### config.mk
export PLATFORM = sky130hd
export DESIGN_NAME = wb_trace_fifo
export DESIGN_NICKNAME = d
export VERILOG_FILES = /design/src/rtl/wb_trace_fifo.sv
export SDC_FILE = /design/constraint.sdc
export NUM_CORES = 1
export LEC_CHECK = 0
export ABC_CLOCK_PERIOD_IN_PS = 4750
export CAP_MARGIN = 10
export CORE_UTILIZATION = 45
export CTS_BUF_LIST = sky130_fd_sc_hd__clkbuf_4
export DETAILED_ROUTE_END_ITERATION = 8
export GPL_ROUTABILITY_DRIVEN = 1
export PLACE_DENSITY = 0.7
export SETUP_SLACK_MARGIN = 0.3
export SLEW_MARGIN = 20
export SYNTH_ARGS = -nofsm -noshare
export SYNTH_HDL_FRONTEND = slang
export SYNTH_SLANG_ARGS = --single-unit
### constraint.sdc
create_clock -name clk -period 4.75 [get_ports clk]
set_clock_uncertainty 0.15 [all_clocks]
set_input_delay 0.475 -clock clk [delete_from_list [all_inputs] [get_ports clk]]
set_output_delay 0.475 -clock clk [all_outputs]
set_load 0.02 [all_outputs]
### src/rtl/wb_trace_fifo.sv
// Writeback trace capture: arm/trigger control, timestamping, and a
// first-word-fall-through FIFO drained by a valid/ready consumer.
module wb_trace_fifo #(
  parameter int DEPTH  = 16,
  parameter int PTR_W  = 4,
  parameter int POST_W = 8
) (
  input  logic              clk,
  input  logic              reset,
  input  logic              wb_we,
  input  logic [4:0]        wb_dest,
  input  logic [31:0]       wb_data,
  input  logic              arm,
  input  logic              flush,
  input  logic              trig_en,
  input  logic [4:0]        trig_dest,
  input  logic [POST_W-1:0] post_cnt,
  output logic              out_valid,
  input  logic              out_ready,
  output logic [4:0]        out_dest,
  output logic [31:0]       out_data,
  output logic [15:0]       out_stamp,
  output logic [PTR_W:0]    level,
  output logic [1:0]        state,
  output logic              overflow,
  output logic [15:0]       drop_count
);

  typedef enum logic [1:0] {S_IDLE, S_ARMED, S_CAPTURE, S_DONE} state_e;

  state_e             state_q, state_d;
  logic [15:0]        stamp_q;
  logic [POST_W-1:0]  cnt_q, cnt_d;
  logic [PTR_W-1:0]   wr_ptr_q, rd_ptr_q;
  logic [PTR_W:0]     level_q, level_d;
  logic               ovf_q, ovf_d;
  logic [15:0]        drop_q, drop_d;

  logic [4:0]         mem_dest  [DEPTH];
  logic [31:0]        mem_data  [DEPTH];
  logic [15:0]        mem_stamp [DEPTH];

  logic qual, trig_hit, attempt, pop, full, push_ok, drop;
  logic [POST_W-1:0] cnt_inc;

  function automatic logic [15:0] sat_inc16(input logic [15:0] v);
    return (v == 16'hFFFF) ? v : v + 16'd1;
  endfunction

  always_comb begin
    qual     = wb_we && (wb_dest != 5'd0);
    trig_hit = (state_q == S_ARMED) && qual && (!trig_en || (wb_dest == trig_dest));
    // arm wins over any capture in the same cycle
    attempt  = !arm && (trig_hit || ((state_q == S_CAPTURE) && qual));
    pop      = (level_q != '0) && out_ready;
    full     = (level_q == (PTR_W+1)'(DEPTH));
    push_ok  = attempt && !flush && (!full || pop);
    drop     = attempt && !flush && full && !pop;
    cnt_inc  = cnt_q + 1'b1;

    state_d = state_q;
    cnt_d   = cnt_q;
    ovf_d   = ovf_q;
    drop_d  = drop_q;
    if (arm) begin
      state_d = S_ARMED;
      cnt_d   = '0;
      ovf_d   = 1'b0;
      drop_d  = '0;
    end else begin
      if (attempt) begin
        cnt_d   = cnt_inc;
        state_d = ((post_cnt != '0) && (cnt_inc == post_cnt)) ? S_DONE : S_CAPTURE;
      end
      if (drop) begin
        ovf_d  = 1'b1;
        drop_d = sat_inc16(drop_q);
      end
    end

    level_d = level_q;
    if (flush) level_d = '0;
    else if (push_ok && !pop) level_d = level_q + 1'b1;
    else if (!push_ok && pop) level_d = level_q - 1'b1;
  end

  always_ff @(posedge clk or negedge reset) begin
    if (!reset) begin
      state_q  <= S_IDLE;
      stamp_q  <= '0;
      cnt_q    <= '0;
      wr_ptr_q <= '0;
      rd_ptr_q <= '0;
      level_q  <= '0;
      ovf_q    <= 1'b0;
      drop_q   <= '0;
    end else begin
      state_q <= state_d;
      stamp_q <= stamp_q + 16'd1;
      cnt_q   <= cnt_d;
      level_q <= level_d;
      ovf_q   <= ovf_d;
      drop_q  <= drop_d;
      if (flush) begin
        rd_ptr_q <= wr_ptr_q;
      end else begin
        if (push_ok) wr_ptr_q <= wr_ptr_q + 1'b1;
        if (pop)     rd_ptr_q <= rd_ptr_q + 1'b1;
      end
    end
  end

  // Storage is data-only; validity is tracked solely by level/pointers.
  always_ff @(posedge clk) begin
    if (push_ok) begin
      mem_dest[wr_ptr_q]  <= wb_dest;
      mem_data[wr_ptr_q]  <= wb_data;
      mem_stamp[wr_ptr_q] <= stamp_q;
    end
  end

  assign out_valid  = (level_q != '0);
  assign out_dest   = out_valid ? mem_dest[rd_ptr_q]  : 5'd0;
  assign out_data   = out_valid ? mem_data[rd_ptr_q]  : 32'd0;
  assign out_stamp  = out_valid ? mem_stamp[rd_ptr_q] : 16'd0;
  assign level      = level_q;
  assign state      = state_q;
  assign overflow   = ovf_q;
  assign drop_count = drop_q;

endmodule
; Word level (Yosys, flattened, before mapping)
; Memories as Yosys holds them, arrays and structs flattened.
; Index checks and enable logic that the tools add are counted.
[op_classes]
add_sub_neg = 7
eq_ne = 7
mux = 20
bitwise = 1
reduce_logical = 31
[ops]
columns = op, n
row1 = 2-to-1 mux 16 bit, 4
row2 = "adder 16 x 1 -> 16 bit, second input constant", 2
row3 = 2-to-1 mux 32 bit, 1
row4 = 2-to-1 mux 5 bit, 4
row5 = "== test 16 bit, second input constant", 1
row6 = 2-to-1 mux 8 bit, 2
row7 = logical AND 1 bit, 13
row8 = nonzero test 5 bit, 2
row9 = "adder 4 x 1 -> 4 bit, second input constant", 2
row10 = "adder 8 x 1 -> 8 bit, second input constant", 1
row11 = == test 8 bit, 1
row12 = 2-to-1 mux 4 bit, 2
row13 = nonzero test 8 bit, 1
row14 = zero test 1 bit, 6
row15 = nonzero test 2 bit, 3
row16 = "adder 5 x 1 -> 5 bit, second input constant", 1
row17 = == test 5 bit, 1
row18 = "== test 5 bit, second input constant", 1
row19 = 2-to-1 mux 1 bit, 5
row20 = "subtractor 5 x 1 -> 5 bit, second input constant", 1
row21 = 2-to-1 mux 2 bit, 2
row22 = AND reduction 2 bit, 2
row23 = logical OR 1 bit, 3
row24 = nonzero test 3 bit, 1
row25 = 4 further kinds, 4
[totals]
regBits = 56
ram_bits = 848
in_bits = 57
wordCells = 77
memories = 3
[memory_table]
columns = name, words, word_bits, rd, rd_ports_with_merged_regs, wr, line_no
row1 = mem_data, 16, 32, 1, 0, 1, 40  ; logic [31:0] mem_data [DEPTH];
row2 = mem_stamp, 16, 16, 1, 0, 1, 41  ; logic [15:0] mem_stamp [DEPTH];
row3 = mem_dest, 16, 5, 1, 0, 1, 39  ; logic [4:0] mem_dest [DEPTH];

; Logic depth before layout (Yosys ltp)
[logic_depth]
ltp_word = 13
mapped_depth = 12
ltp_nobuf = 11

; Least setup slack after synthesis
; No wires, ideal clock.
[synth_path]
path_kind = flip-flop to flip-flop
from = register level_q[0], in the netlist level[0]
to = memory mem_data[10][0] (enable)
arrival_time_ns = 3.972
required_time_ns = 4.136
path_slack_ns = 0.163
path_stages_with_launch = 8
path_buffers = 1
period_less_slack_ns = 4.587
cell_sequence = dfrtp_1 -> or4_4 -> nor3b_1 -> or3_1 -> nor3_1 -> clkbuf_1 -> nand3b_1 -> nor2_1
[synth_between]
elab_chain_len = 6
word_cells_on_any_way = 8
classes_between = eq/ne: 1 / mux: 2 / reduce/logical: 5
[synth_lines]
columns = element, line_no
row1 = "start, declared", 35  ; logic [PTR_W:0] level_q, level_d;
row2 = "start signal, assigned", 101  ; level_q <= level_d;
row3 = == test 5 bit or nonzero test 5 bit (tied branches), "56, 55"
row4 = zero test 1 bit or logical AND 1 bit (tied branches), "57, 55"
row5 = logical OR 1 bit (*), 57  ; push_ok = attempt && !flush && (!full || pop);
row6 = logical AND 1 bit (*), 57
row7 = 2-to-1 mux 1 bit (*), 115  ; if (push_ok) begin
row8 = 2-to-1 mux 1 bit (implied by the code) (*), 117  ; mem_data[wr_ptr_q] <= wb_data;
row9 = "end, declared", 40
; Mark *: on every way between the ends. The rest lies on a longest branch, timed or not.

; Worst setup path in the final report
[layout_path]
from = register rd_ptr_q[0]
to = output port out_stamp[9]
[layout_between]
elab_chain_len = 2
[layout_lines]
columns = element, line_no
row1 = "start, declared", 34  ; logic [PTR_W-1:0] wr_ptr_q, rd_ptr_q;
row2 = "start signal, assigned", 105  ; rd_ptr_q <= wr_ptr_q;
row3 = "start signal, assigned", 108  ; if (pop) rd_ptr_q <= rd_ptr_q + 1'b1;
row4 = memory (16 x 16 bit), --
row5 = 2-to-1 mux 16 bit, 125  ; assign out_stamp = out_valid ? mem_stamp[rd_ptr_q] : 16'd0;
row6 = "end, declared", 22  ; output logic [15:0] out_stamp,
; Every way passes these cells.

==> impl_metrics.csv <==
group,metric,value,unit
worst_setup_path,timing.setup.critical_path_class,"register to output port",
floorplanning,die_y,282,um
logic_synthesis,post_synth_xor_area_fraction,1.24,%
min_path,worst_hold_path.num_cells,4,
final_layout,syn2layout_area_growth,17.5,%
min_path,whs_endpoint,"state[0]",
logic_synthesis,synth-warning-count,0,
timing,max_slew.worst_pin.slew,0.882,ns
final_layout,layout.cells.most_common_list,"edfxtp_1 (848), clkbuf_4 (311), mux4_2 (265)",
logic_synthesis,synth_compound_area_share,0.830,%
final_layout,multi_input_comb_area,0.00816,mm^2
timing,timing_hold_violations_final,0,
logic_synthesis,mappedNetlistNets,1643,
placed_design,pre_cts_slack,0.520,ns
logic_synthesis,synthesis.instances,1573,
pwr,vdd_drop_max,0.362,mV
logic_synthesis,synth.ff_latch_count,904,
logic_synthesis,synth.avg_cell_area,22.4,um^2
worst_setup_path,reg2reg_from,"state[1]",
timing,max_freq,0.229,GHz
final_layout,layout_commonest_cell,"edfxtp_1",
detailed_routing,wl,78000,um
placed_design,place.detailed.instances,2730,
run_status,status,"finished clean",
timing,slew_violations,0,
final_layout,drive_gt1_share,33.7,%
floorplanning,io_pins,135,
flow_run,max-cap-violations,0,
logic_synthesis,synthArstFlopShare,6.19,%
clocking,cts_num_sinks,904,
grt,grt_start_max_net_pins,70,
final_layout,layout.cells.non_filler,3129,
placed_design,place_hpwl,42700,um
grt,grt_pass1_wl,117000,um
worst_setup_path,timing.critical_path.to_type,"output port",
min_path,hp-start,"post_cnt[6]",
logic_synthesis,synth_top_family_by_area,"multiplexers",
worst_setup_path,cp_data_arrival_time,3.75,ns
grt,globalRouteTotalUtil,20.4,%
logic_synthesis,synthSimpleGateAreaFrac,3.18,%
floorplanning,coreArea,0.0775,mm^2
grt,grt_pass1_vias,18465,
final_layout,design.final.nets,1995,
worst_setup_path,critical_path.startpoint_type,"register",
floorplanning,die-area,0.0795,mm^2
final_layout,layout.core_utilization,53.5,%
detailed_routing,drt-initial-drc-count,1462,
timing,pnr_worst_setup_slack,0.379,ns
timing,remaining_max_slew_budget_at_the_tightest_pin,41.2,%
logic_synthesis,ys_seq_area_share,76.1,%
logic_synthesis,synth.lib_cells_used.distinct,50,
detailed_routing,drcViolationCount,0,
clocking,cts.path.max_buffers,3,
timing,fin_setup_tns,0,ns
clocking,worst_skew_pair.late_latency,1.04,ns
floorplanning,dieWidth,282,um
clocking,cts.root.buffer_cell,"clkbuf_4",
worst_setup_path,reg2reg_setup_slack,1.42,ns
logic_synthesis,dominantRegCellSynth,"edfxtp_1",
placed_design,io_buffers,134,
pwr,pwr_density_cell,529,mW/mm^2
detailed_routing,ant_nets,0,
grt,globalRouteOverflowTotal,0,
final_layout,final.fill_count,5930,
clocking,htreeDepth,4,
timing,setup_violations,0,
clocking,tritoncts,"done",
placed_design,place.gp.congestion,0.768,
detailed_routing,viasPerCell,5.58,
logic_synthesis,synthMuxAreaShare,17.2,%
clocking,tritoncts.num_buffers,215,
final_layout,seq_area,0.0269,mm^2
worst_setup_path,ff_to_ff_path_depth,9,
worst_setup_path,regToRegEndpoint,"mem_dest[1][4]",
floorplanning,floorplan.initialDensity,45.6,%
detailed_routing,drt_pass1_iterations,5,
detailed_routing,mean_routed_wirelength_per_cell,24.9,um
timing,fin_crit_period,4.37,ns
logic_synthesis,netlist_area,0.0353,mm^2
min_path,min_path_type,"input port to register",
timing,rsz0062_at_grt,"yes",
timing,finalCritPeriodShare,92.0,%
pwr,power.leakage,13.5,nW
clocking,clk_transition_reported_paths,0.06,ns
logic_synthesis,synthAdderAreaFrac,0.482,%
logic_synthesis,synth-edff-count,848,
floorplanning,fp-row-count,102,
worst_setup_path,critical_path_required,4.12,ns
timing,hold_ws,0.157,ns
worst_setup_path,critPathMaxFanout,34,
grt,antenna_violations_before_repair,2,
detailed_routing,vias,17453,
area by class of cell:
cell class              count  area share [%]
diodes                      1         0.00604
clock buffers             311            5.63
clock inverters            69           0.960
inverters                  13           0.118
multi-input cells         580            19.7
flip-flops and latches    904            64.8
well taps                1040            3.14
repair buffers            211            5.64
Yosys cell counts (2+ instances only):
cell type  number  area share [%]
nand3_1        16            0.23
nor3b_1         4           0.085
clkbuf_1       51            0.54
and2_1         13            0.23
nor3_1          6           0.085
buf_2           2           0.028
or4_1           3           0.064
mux4_2        265              17
nor4b_1         2           0.050
and4_1          3           0.074
nor2b_1        59             1.0
mux2_1          2           0.064
xnor2_1        30            0.74
nand2b_1        6            0.11
xor2_1         20            0.50
nand2_1        24            0.26
dfrtp_1        56             4.0
a31oi_1         2           0.035
mux2_2          5            0.16
buf_1          23            0.24
ha_1           12            0.43
a21o_1          3           0.064
o21ai_0        12            0.17
or3_1           3           0.053
and3_1          6            0.11
o31ai_1         2           0.043
edfxtp_1      848              72
nor2_1         33            0.35
a22o_1          2           0.050
mux2i_1         2           0.057
nand4_1         8            0.14
nor4_1          7            0.12
a21oi_1        13            0.18
a31o_2          2           0.050
inv_1          13            0.14
logic make-up (layout without fill, tap and decap cells):
family                     count (synthesis)  after routing
AOI/OAI and AO/OA                         45             45
and+or+nand+nor                          198            198
muxes                                    274            274
adders and majority gates                 13             13
buffers and inverters                     89            604
xor gates and xnor gates                  50             50
other                                      0              1
DFF                                      904            904
registers in the layout, summed over array words and instances (netlist names):
name / cells
level: 5
overflow: 1
mem_dest: 80
mem_data: 512
wr_ptr_q: 4
rd_ptr_q: 4
stamp_q: 16
state: 2
cnt_q: 8
drop_count: 16
mem_stamp: 256
worst max-delay path, cell delays in order (launching register included):
cell and delay (ns):
dfrtp_4 0.42, buf_12 0.19, buf_16 0.27, mux4_2 0.59, mux4_2 0.47, nor2b_1 0.20
clkdlybuf4s50_1 0.59
report_power, final:
| part | internal, mW | switching (mW) | total [mW] |
|---|---|---|---|
| Sequential | 8.80 | 0.248 | 9.04 |
| Clock | 3.22 | 2.94 | 6.16 |
| Combinational | 3.44 | 3.29 | 6.73 |
per-stage QoR:
| step | power [mW] | cell area [um^2] |
|---|---|---|
| 2_1_floorplan | 13.3 | 35300 |
| 6_report | 21.9 | 41500 |
| 3_3_place_gp | 15.9 | 38400 |
| 4_1_cts | 22.3 | 41400 |
| 3_5_place_dp | 15.9 | 38400 |
| 5_1_grt | 23.0 | 41500 |
worst max-delay path by stage:
stage,startpoint,to,slack (ns),cells after the start
after floorplan,level[0],mem_data[10][0],0.16,7
after global placement,wb_dest[2],level[4],0.51,14
after detailed placement,wb_dest[2],mem_data[3][0],0.52,10
after CTS,rd_ptr_q[0],out_stamp[9],0.22,6
after global routing,rd_ptr_q[0],out_data[8],0.20,6
final,rd_ptr_q[0],out_stamp[9],0.38,6
repair_timing:
action	4_1_cts	5_1_grt
gates resized for setup	9	7
buffers inserted	10	0
hold buffers	7	0
gates cloned	1	0
endpoints found under the hold margin	66	0
setup endpoints to repair	53	33
layer usage:
metal | global-route usage, % | vias to the layer above | part of all wire (%)
li1 | - | 7436 | -
met1 | 27.8 | 9259 | 41
met2 | 32.8 | 658 | 50
met3 | 4.86 | 98 | 6.7
met4 | 5.99 | 2 | 1.5
met5 | 0 | - | 0.010
Power figures use the tool's default switching activity.
==> RTL change 1 (same flow settings) <==
Reset style: synchronous (`reset`), changed in one clocked block.
--- a/src/rtl/wb_trace_fifo.sv
+++ b/src/rtl/wb_trace_fifo.sv
@@ -86,3 +86,3 @@
 
-  always_ff @(posedge clk or negedge reset) begin
+  always_ff @(posedge clk) begin
     if (!reset) begin
Formal check against the unedited RTL: differs if reset is asserted again (counterexample within 4 cycles, from zero or initial values and one cycle with reset low); with reset held inactive, the same outputs for 4 cycles.
==> RTL change 1 against the original RTL <==
  * Count of clock-buffer cells in the layout rose by 24
  * Wire length rose by 1.1%
  * Final area barely moved
  * Area after synthesis barely moved
  * Synthesized cell count rose by 2.8%
  * Hold slack got worse by 0.026 ns
  * Critical path depth did not move
  * Setup slack improved by 0.051 ns
  * Sequential cell count rose by 4
  * Register-to-register slack got worse by 0.03 ns
  * Sequential share of layout area fell by 0.52 points
Power is not compared: it rests on default switching activity, and its combinational part moved more than twofold at a synthesized area within 25%.
==> RTL change 1: results (changes against the original RTL) <==
stage,metric,value,unit,change
yosys,Post-Synth Adder-Cell Area,0.004820,,about the same
status,run status,finished clean,,
power_and_ir_drop,Design Power,15.87,mW,
global_route,pin count of the biggest net entering global routing,54,,-23%
global_route,met3 Track Usage GR,0.04832,,-0.0003304
finish,layout cells sized above 1,0.3349,,-0.002270
setup_path,Crit-path slowest cell,mux4_2,,
yosys,Mapped Nets,1687,,+2.7%
yosys,compound-cell area share of the yosys netlist,0.009747,,+0.001451
global_route,GRT Total Usage,0.2039,,about the same
yosys,commonest cells in the netlist,"edfxtp_1, mux4_2, and2_1",,
route,met3 wire len,5901,um,+13%
finish,fill cell count,6057,,+2.1%
global_route,vias in the first global route,18800,,+1.8%
cts,clock transition at the registers of the reported paths,0.07,ns,
yosys,average instance area after synthesis,21.83,um^2,-2.7%
placement,Placer Congestion,0.7897,,+2.9%
yosys,XOR/XNOR share of the synthesized area,0.01241,,about the same
cts,# Post-CTS Setup Buffers,6,,-4
yosys,synth unique cells,51,,+2.0%
placement,post-place setup slack,0.5250,ns,+0.004489 ns
global_route,initial antenna violation count,3,,+1
global_route,first-pass GRT wire length,117300,um,+0.53%
route,total number of vias,17860,,+2.3%
cts,Inserted Clock Buffers,217,,+0.93%
setup_path,WP data arrival,3.69,ns,-0.06 ns
placement,Post-DP HPWL,42420,um,-0.72%
route,Metal-1 WL,32850,um,+1.6%
placement,dpl cell area,38400,um^2,about the same
placement,Placed Cells,2765,,+1.3%
route,first-pass iteration count of the detailed router,5,,unchanged
yosys,"top cells by area, synth","edfxtp_1, mux4_2, dfxtp_1",,
route,Top Layer Used,met4,,
route,Via density,5.621,,+0.77%
finish,fin nets,2026,,+1.6%
cts,Post-CTS Resized,8,,-1
global_route,met2 GRT Util,0.3260,,-0.001890
route,drt total wl,78910,um,+1.1%
route,metal2 WL,38920,um,-0.96%
yosys,mux contribution to synthesized area,0.1702,,-0.001709
cts,post-cts hold buffer count,4,,-3
setup_path,CP max FO,30,,-12%
global_route,M1 GR Usage,0.2763,,-0.001932
yosys,sequential area share after synthesis,0.7554,,-0.005860
yosys,Synth async-reset ratio,0,,-0.06195
timing,Worst-Margin Slew,1.111,ns,+0.2290 ns
RTL change 1: changes by cell type after synthesis, moves of 12 or more:
cell	unedited run	this run
and3_1	6	18
buf_1	23	5
dfxtp_1	0	60
nor2b_1	59	5
dfrtp_1	56	0
and2_1	13	77
buf_2	2	18
RTL change 1: area by class of cell:
class,instances,area (um^2),share of cell area
clock buffer,335,2515,0.06062
clock inverter,63,359.1,0.008656
multi-input combinational,619,8356,0.2014
antenna,2,5.005,0.0001206
timing repair buffer,202,2238,0.05396
tap,1040,1301,0.03137
inverter,8,30.03,0.0007239
sequential,908,26680,0.6431
RTL change 1: final timing paths:
path	from	endpoint	slack (ns)	cells after the start
max	flop	out_stamp[7]	0.43	6
min	reset	stamp_q[15]$_SDFF_PN0_	0.13	3
max reg2reg	level[0]$_SDFFE_PP0P_	level[4]$_SDFFE_PP0P_	1.39	12
min reg2reg	drop_count[1]$_SDFFE_PP0P_	drop_count[1]$_SDFFE_PP0P_	0.37	2
==> RTL change 2 (config.mk and constraints unchanged) <==
Made on the original files. `PTR_W`: 4 -> 3.
--- a/src/rtl/wb_trace_fifo.sv
+++ b/src/rtl/wb_trace_fifo.sv
@@ -4,3 +4,3 @@
   parameter int DEPTH  = 16,
-  parameter int PTR_W  = 4,
+  parameter int PTR_W  = 3,
   parameter int POST_W = 8
Interface: changed (resized level); port bits go from 135 to 134. No check against the original RTL was run, so the function may have changed too.
==> RTL change 2 against the original RTL <==
  * First-iteration DRC count down 61%
  * Sequential cell count shrank 427
  * Hold slack gained 0.057 ns
  * Wire length down 52%
  * Setup slack better by 0.30 ns
  * Count of clock-buffer cells in the layout fell by 141
  * Final area decreased by 46%
  * Critical endpoint is now out_data[9]
  * Total power fell by 48%
  * Largest cell class unchanged
  * Area after synthesis decreased by 46%
==> RTL change 2: results (changes against the original RTL) <==
stage,metric,value,unit,change
status,run status,finished clean,,
placement,post-place setup slack,0.5911,ns,+0.07059 ns
route,metal2 WL,18760,um,-52%
power_and_ir_drop,Static Leak,7.301,nW,-46%
power_and_ir_drop,P_comb,3.31,mW,-51%
route,WL/cell,20.73,um,-17%
yosys,compound-cell area share of the yosys netlist,0.01260,,+0.004300
placement,Placed Cells,1627,,-40%
cts,# Post-CTS Setup Buffers,0,,-10
timing,fin crit share,0.8562,,-0.06393
timing,final hold slack,0.2141,ns,+0.05701 ns
global_route,initial antenna violation count,1,,-1
global_route,pin count of the biggest net entering global routing,56,,-20%
global_route,met3 Track Usage GR,0.03843,,-0.01022
power_and_ir_drop,Design Power,11.34,mW,-48%
setup_path,Reg-to-Reg End,level[3]$_DFFE_PN0P_,,
finish,Seq/total area,0.6233,,-0.02509
finish,layout cells sized above 1,0.2517,,-0.08542
setup_path,crit-path max cell delay,0.87,ns,+0.28 ns
finish,fin nets,1278,,-36%
setup_path,Worst R2R Path Depth,10,,+1
route,Metal-1 WL,16420,um,-49%
yosys,number of synthesized flops with an enable pin,424,,-50%
setup_path,R2R setup slack,1.53,ns,+0.11 ns
finish,Non-clock buffers,159,,-25%
finish,area of the multi-input gates,4807,um^2,-41%
cts,H-tree depth,3,,-1
global_route,first-pass GRT wire length,59330,um,-49%
power_and_ir_drop,seq pwr,4.90,mW,-46%
finish,Clock-cell share,0.06125,,-0.004664
cts,Clock Latency Late Sink,0.76,ns,-0.28 ns
cts,post-cts hold buffer count,1,,-6
yosys,XOR/XNOR share of the synthesized area,0.02493,,+0.01252
yosys,Mapped Nets,1049,,-36%
yosys,sequential area share after synthesis,0.7410,,-0.02024
finish,clkbuf count,170,,-45%
cts,Inserted Clock Buffers,115,,-47%
global_route,met2 GRT Util,0.2900,,-0.03789
finish,inverter count,6,,-7
finish,seq_cells,477,,-47%
min_path,min-delay worst type,in2async,,
setup_path,WP data arrival,3.44,ns,-0.31 ns
yosys,Synth async-reset ratio,0.1111,,+0.04916
yosys,Post-Synth Adder-Cell Area,0.005672,,+0.0008500
floorplan,core area,41200,um^2,-47%
finish,NonClk Buf Share,0.07194,,+0.01557
route,met3 wire len,2064,um,-60%
power_and_ir_drop,Pint,7.863,mW,-49%
setup_path,critical path's top delay family,buffers and inverters,,
finish,fill cell count,3216,,-46%
global_route,GRT Total Usage,0.1811,,-0.02272
## RTL change 2: changes by cell type in the layout (fill, tap and decap cells not counted), moves of 8 or more
cell / delta
clkdlybuf4s50_1: +11
nor2b_1: -58
clkbuf_4: -141
clkinv_1: -25
inv_1: -8
and2_4: -12
buf_4: -25
buf_12: -15
nor2_1: +55
mux4_2: -159
edfxtp_1: -424
mux2i_1: +53
clkinv_2: -9
## RTL change 2: worst max-delay path by stage
stage,to,depth (start not counted),from
2_1_floorplan,mem_data[1][0]$_DFFE_PP_,5,level[0]$_DFFE_PN0P_
3_3_place_gp,level[3]$_DFFE_PN0P_,11,wb_dest[3]
3_5_place_dp,level[3]$_DFFE_PN0P_,11,wb_dest[3]
4_1_cts,out_stamp[5],5,rd_ptr_q[0]$_DFFE_PN0P_
5_1_grt,out_stamp[5],5,rd_ptr_q[0]$_DFFE_PN0P_
6_report,out_data[9],5,rd_ptr_q[1]$_DFFE_PN0P_
